### config.mk
export PLATFORM = sky130hd
export DESIGN_NAME = uart_line_rx
export DESIGN_NICKNAME = d
export VERILOG_FILES = /design/src/rtl/uart_line_rx.sv
export SDC_FILE = /design/constraint.sdc
export NUM_CORES = 1
export LEC_CHECK = 0
export CELL_PAD_IN_SITES_DETAIL_PLACEMENT = 0
export CELL_PAD_IN_SITES_GLOBAL_PLACEMENT = 1
export CORE_MARGIN = 2
export CORE_UTILIZATION = 40
export DETAILED_ROUTE_END_ITERATION = 10
export PLACE_DENSITY_LB_ADDON = 0.08
export SYNTH_ARGS = -nofsm -noshare
export SYNTH_HDL_FRONTEND = slang
export SYNTH_SLANG_ARGS = --single-unit
### constraint.sdc
create_clock -name PCLK -period 5.25 [get_ports PCLK]
set_input_delay 1.05 -clock PCLK [delete_from_list [all_inputs] [get_ports PCLK]]
set_output_delay 1.05 -clock PCLK [all_outputs]
set_load 0.05 [all_outputs]
### src/rtl/uart_line_rx.sv
// uart_line_rx: 16x-oversampled UART receiver with a small receive FIFO.
// Define UART_LINE_RX_MAJORITY_EN for 2-of-3 majority bit sampling.
module uart_line_rx #(
  parameter int FIFO_DEPTH = 4
) (
  input  logic       PCLK,
  input  logic       PRESETn,
  input  logic       baudtick,
  input  logic       rxd,
  input  logic       enable,
  output logic [7:0] rx_data,
  output logic       rx_valid,
  input  logic       rx_ready,
  output logic       rx_busy,
  output logic       frame_err,
  output logic       overrun,
  output logic [3:0] fifo_level
);
  localparam int AW = $clog2(FIFO_DEPTH);
`ifdef UART_LINE_RX_MAJORITY_EN
  localparam logic [3:0] START_CNT = 4'd8;
`else
  localparam logic [3:0] START_CNT = 4'd7;
`endif
  typedef enum logic [1:0] {IDLE, START, DATA, STOP} state_t;
  state_t state, state_nx;
  logic rxd_m, rxd_s, rxd_p;
  logic [1:0] arm;
  logic [3:0] cnt;
  logic [2:0] bit_idx;
  logic [7:0] shreg;
  logic fall, at_sample, smp, push_req, ferr_req, pop, full, do_push, ovr_req;
  logic [7:0] mem [FIFO_DEPTH];
  logic [AW-1:0] rd, wr;
  // rxd_p only loads once rxd_s carries the real line, so the synchronizer
  // reset value never fakes a start edge after reset release.
  always_ff @(posedge PCLK or negedge PRESETn)
    if (!PRESETn) begin
      rxd_m <= 1'b1;
      rxd_s <= 1'b1;
      rxd_p <= 1'b0;
      arm   <= 2'b00;
    end else begin
      rxd_m <= rxd;
      rxd_s <= rxd_m;
      rxd_p <= arm[1] & rxd_s;
      arm   <= {arm[0], 1'b1};
    end
  assign fall = enable & rxd_p & ~rxd_s;
`ifdef UART_LINE_RX_MAJORITY_EN
  logic [1:0] hist;
  always_ff @(posedge PCLK or negedge PRESETn)
    if (!PRESETn) hist <= 2'b11;
    else if (baudtick) hist <= {hist[0], rxd_s};
  assign smp = (hist[1] & hist[0]) | (hist[1] & rxd_s) | (hist[0] & rxd_s);
`else
  assign smp = rxd_s;
`endif
  assign at_sample = baudtick && cnt == (state == START ? START_CNT : 4'd15);
  always_ff @(posedge PCLK or negedge PRESETn)
    if (!PRESETn) state <= IDLE;
    else state <= state_nx;
  always_comb begin
    state_nx = state;
    if (!enable) state_nx = IDLE;
    else
      unique case (state)
        IDLE:  if (fall) state_nx = START;
        START: if (at_sample) state_nx = smp ? IDLE : DATA;
        DATA:  if (at_sample && bit_idx == 3'd7) state_nx = STOP;
        STOP:  if (at_sample) state_nx = IDLE;
      endcase
  end
  always_comb begin
    rx_busy  = state != IDLE;
    push_req = enable && state == STOP && at_sample && smp;
    ferr_req = enable && state == STOP && at_sample && !smp;
  end
  always_ff @(posedge PCLK or negedge PRESETn)
    if (!PRESETn) begin
      cnt     <= '0;
      bit_idx <= '0;
      shreg   <= '0;
    end else if (state == IDLE || !enable) begin
      cnt     <= '0;
      bit_idx <= '0;
    end else if (baudtick) begin
      cnt <= (state == START && at_sample) ? 4'd0 : cnt + 4'd1;
      if (state == DATA && at_sample) begin
        shreg   <= {smp, shreg[7:1]};
        bit_idx <= bit_idx + 3'd1;
      end
    end
  assign pop     = rx_valid & rx_ready;
  assign full    = fifo_level == 4'(FIFO_DEPTH);
  assign do_push = push_req & (~full | pop);
  assign ovr_req = push_req & full & ~pop;
  always_ff @(posedge PCLK)
    if (do_push) mem[wr] <= shreg;
  always_ff @(posedge PCLK or negedge PRESETn)
    if (!PRESETn) begin
      rd         <= '0;
      wr         <= '0;
      fifo_level <= '0;
      frame_err  <= 1'b0;
      overrun    <= 1'b0;
    end else begin
      if (do_push) wr <= wr + 1'b1;
      if (pop) rd <= rd + 1'b1;
      fifo_level <= fifo_level + {3'b0, do_push} - {3'b0, pop};
      frame_err  <= ferr_req;
      overrun    <= ovr_req;
    end
  assign rx_valid = fifo_level != 4'd0;
  assign rx_data  = rx_valid ? mem[rd] : 8'h00;
endmodule

## Word level (Yosys, flattened, before mapping)

Memory sizes are Yosys's and may differ from the RTL's.
Cells that the tools add are included.

| word-level totals | value |
|---|---|
| bits in registers | 32 |
| latch bits | 0 |
| bits in writable memories | 32 |
| memory bits (read-only) | 0 |
| input bits | 6 |
| output and inout bits | 16 |
| word-level logic and storage cells | 78 |
| memories kept | 1 |

Memories:

| memory | words | width | read ports | clocked after memory_dff | wr ports | line | text |
|---|---|---|---|---|---|---|---|
| mem | 4 | 8 | 1 | 0 | 1 | 33 | `logic [7:0] mem [FIFO_DEPTH];` |

| operators by class | value |
|---|---|
| add/sub/neg operators | 6 |
| multipliers | 0 |
| divide/modulo/power cells | 0 |
| $lt $le $gt $ge | 0 |
| equal/unequal tests | 10 |
| shift-type cells | 0 |
| mux-type cells | 17 |
| bitwise logic cells | 12 |
| reductions and logical operators | 19 |

Operators by type and width:

| operator | count |
|---|---|
| 2-to-1 mux 4 bit | 4 |
| 2-to-1 mux 2 bit | 6 |
| inequality test 3 bit, second input constant | 4 |
| 2-to-1 mux 3 bit | 3 |
| logical AND 1 bit | 8 |
| 2-to-1 mux 8 bit | 1 |
| one-hot mux 2 bit (4 select lines) | 1 |
| AND 1 bit | 7 |
| nonzero test 2 bit | 3 |
| adder 2 x 1 -> 2 bit, second input constant | 2 |
| adder 4 x 1 -> 4 bit | 1 |
| adder 4 x 1 -> 4 bit, second input constant | 1 |
| == test 2 bit, second input constant | 2 |
| == test 4 x 3 -> 1 bit, second input constant | 1 |
| == test 4 bit | 1 |
| inverter 1 bit | 4 |
| AND reduction 4 bit | 1 |
| nonzero test 4 bit | 1 |
| subtractor 4 x 1 -> 4 bit | 1 |
| adder 3 x 1 -> 3 bit, second input constant | 1 |
| == test 3 bit, second input constant | 1 |
| AND reduction 3 bit | 1 |
| == test 2 x 1 -> 1 bit, second input constant | 1 |
| zero test 1 bit | 2 |
| other kinds (5) | 6 |

## Logic depth before layout (Yosys ltp)

| depth | value |
|---|---|
| word-level depth | 9 |
| gate-level depth with buffers | 11 |

## Worst setup path after synthesis

Ideal clock, no wire load.

| timing path | value |
|---|---|
| kind | flip-flop to output port |
| start point | register fifo_level[2] |
| end point | output port rx_data[0] |
| arrival time | 2,248 ps |
| required time | 4,200 ps |
| path slack | 1,952 ps |
| stages on the path, launching flop included | 6 |
| cells stage by stage | dfrtp_1 -> inv_1 -> ha_1 -> or3b_2 -> clkbuf_1 -> and2_1 |

| on the way | value |
|---|---|
| word-level cells in the longest chain between the ends | 2 |

RTL lines:

| element | line | text |
|---|---|---|
| from (decl) | 17 | `output logic [3:0] fifo_level` |
| from (signal assigned) | 110 | `fifo_level <= fifo_level + {3'b0, do_push} - {3'b0, pop};` |
| nonzero test 4 bit | 114 | `assign rx_valid = fifo_level != 4'd0;` |
| net rx_valid | 12 | `output logic rx_valid,` |
| 2-to-1 mux 8 bit | 115 | `assign rx_data = rx_valid ? mem[rd] : 8'h00;` |
| to (decl) | 11 | `output logic [7:0] rx_data,` |

The timed path passes the listed nets, and every way through them passes these cells.

## Worst setup path after layout

| timing path | value |
|---|---|
| start point | register rd[0] |
| end point | output port rx_data[7] |

| on the way | value |
|---|---|
| word-level cells in the longest chain between the ends | 2 |

RTL lines:

| element | line | text |
|---|---|---|
| from (decl) | 34 | `logic [AW-1:0] rd, wr;` |
| from (signal assigned) | 109 | `if (pop) rd <= rd + 1'b1;` |
| memory (4 x 8 bit) | n/a |  |
| 2-to-1 mux 8 bit | 115 |  |

No other way between the ends.

==> results.yml <==
setup_path:
  criticalPathCategory: "register to output port"
  cp-start-kind: "register"
  path_max_fanout: 10
  worstPathRequired_ns: 4.20
  end_kind: "output port"
  cp.arrival_ns: 2.51
die:
  start_util: 0.415
  die_area_um2: 7780
  core-area_um2: 6830
  rows: 30
  ioPinCount: 22
  chipWidth_um: 88.2
  die_height_um: 88.2
sta:
  drv_slew: 0
  fin_hold_ws_ns: 0.354
  setup_slack_ns: 1.69
  fmax_mhz: 281
  hold_viol: 0
  worst_clock_skew_ns: 0.00981
  fin_crit_ns: 3.56
  tightestPinTransition_ns: 0.697
  finalSetupTns_ns: 0
  min_period_over_period: 0.679
  max_slew_margin: 0.532
  rsz0062_at_grt: "false"
  finalSetupViolCount: 0
drt:
  ant_nets: 0
  drt_iter0_drc: 77
  wl_um: 4750
  drc: 0
  viasPerCell: 4.88
  drt_first_pass_iters: 4
  wl_per_cell_um: 14.9
  vias: 1553
cells_and_area:
  final_core_util: 0.481
  drive_gt1_frac: 0.189
  fill_cells: 633
  synthToLayoutAreaGrowth_pct: 15.9
  nets: 236
  num_antenna_cells: 0
synth:
  synthTopCellsByCount: "edfxtp_1, dfrtp_1, and2_1"
  ys_warn_count: 0
  syn_avg_cell_area_um2: 14.8
  syn_area_um2: 2840
  synth_top_area_cell: "edfxtp_1"
  synth.most_common_cell: "edfxtp_1"
  synth_nets: 211
  netlist_instances: 192
  synth_edf_count: 32
  synth_ff_type: "edfxtp_1"
  async_flop_share: 0.500
  synth-seq-cells: 64
  netlist-cell-type-count: 47
  yosysSeqAreaShare: 0.622
  synth_area_leaders: "edfxtp_1, dfrtp_1, mux4_2, ha_1, mux2_2"
  synth_top_area_share: 0.339
grt:
  grt_pass1_vias: 1573
  antenna_found_initial: 0
  grt_pass1_wl_um: 7820
  grt_max_degree: 33
  overflow: 0
  grtUsageTotal: 0.138
cts:
  cts_buffer_depth: 2
  insertion_delay_ns: 0.33
  post_cts_resized: 0
  cts_setup_buffers: 0
  numCtsBuffers: 9
  cts_root_buffer: "clkbuf_8"
  h-tree-depth: 3
  hold_buffers: 0
  cts.clk_slew.worst_paths_ns: 0.07
  cts_tree: "done"
  clock-sinks: 64
placement:
  port_buffers: 21
  place_congestion: 0.788
  hpwl_um: 3350
  place_ws_ns: 1.63
power_and_ir_drop:
  irDropWorstVdd_uv: 163
  leakage_nw: 1.38
  cellPowerDensity_nw_per_um2: 369
  finalPower_w: 0.00121
status:
  outcome: "completed"
min_path:
  worstHoldPathType: "register to register"
job:
  maxCapViolations: 0
-- power by group --
group	switching (W)	internal, W	leakage [nW]
Combinational	0.000139	0.000114	0.509
Sequential	0.0000589	0.000553	0.787
Clock	0.000179	0.000168	0.0858
Total	0.000377	0.000835	1.38
-- cell type report --
type	count	area (um2)	area share
Clock buffer	10	128	0.0388
Tap cell	96	120	0.0365
Inverter	10	37.5	0.0114
Timing Repair Buffer	22	218	0.0662
Multi-Input combinational cell	110	983	0.299
Clock inverter	6	36.3	0.0110
Sequential cell	64	1760	0.537
-- stage by stage --
| step | area, um2 | cells |
|---|---|---|
| 2_1_floorplan | 2840 | 192 |
| 3_3_place_gp | 3120 | 302 |
| 3_5_place_dp | 3120 | 302 |
| 4_1_cts | 3290 | 318 |
| 5_1_grt | 3290 | 318 |
| 6_report | 3290 | 318 |
-- sequential cells by signal, indices dropped and copies added (netlist names) --
signal / cells
arm: 2
bit_idx: 3
cnt: 4
fifo_level: 4
frame_err: 1
mem: 32
overrun: 1
rd: 2
rxd_m: 1
rxd_p: 1
rxd_s: 1
shreg: 8
state: 2
wr: 2
-- worst max-delay path: stages (launching register included) --
cell	delay (ns)
dfrtp_1	0.74
mux4_2	0.59
and2_1	0.17
clkdlybuf4s50_1	0.69
-- logic make-up after synthesis --
family,Yosys count,share of synthesized area
fa+ha+maj,13,0.0600
simple gates,52,0.112
buf+inv,18,0.0313
compound gates,18,0.0441
mux,18,0.104
other cells,1,0.00132
flops,64,0.622
xor+xnor,8,0.0247
-- cell usage in the layout (no fill, tap or decap), types with 2 or more instances in the layout --
| cell | n |
|---|---|
| a21oi_1 | 5 |
| and2_1 | 14 |
| clkbuf_8 | 9 |
| clkdlybuf4s50_1 | 21 |
| clkinv_2 | 4 |
| dfrtp_1 | 30 |
| dfstp_2 | 2 |
| edfxtp_1 | 32 |
| ha_1 | 12 |
| inv_1 | 10 |
| mux2_2 | 8 |
| mux4_2 | 8 |
| nand2_1 | 6 |
| nand2b_1 | 3 |
| nand3_1 | 6 |
| nand4_1 | 3 |
| nor2_1 | 7 |
| o211ai_1 | 3 |
| o21ai_0 | 2 |
| xnor2_1 | 5 |
| xor2_1 | 3 |
-- layer usage --
layer | track usage | share of wire | vias up
met5 | 0 | 0 | -
met4 | 0.0661 | 0.015 | 0
met3 | 0.0336 | 0.029 | 7
met2 | 0.241 | 0.53 | 31
met1 | 0.159 | 0.42 | 765
li1 | - | - | 750
-- path summary, 6_finish.rpt --
| check | from | end | slack [ns] | cells after the start |
|---|---|---|---|---|
| worst max register to register | fifo_level[2] | fifo_level[1] | 2.66 | 10 |
| worst max-delay path | rd[0] | rx_data[7] | 1.69 | 3 |
| worst min register to register | arm[0] | arm[1] | 0.35 | 0 |
| min in group asynchronous | PRESETn | fifo_level[3] | 1.11 | 2 |
| worst min-delay path | arm[0] | arm[1] | 0.35 | 0 |
| max in group asynchronous | PRESETn | rxd_s | 3.81 | 2 |
Power figures use the tool's default switching activity.
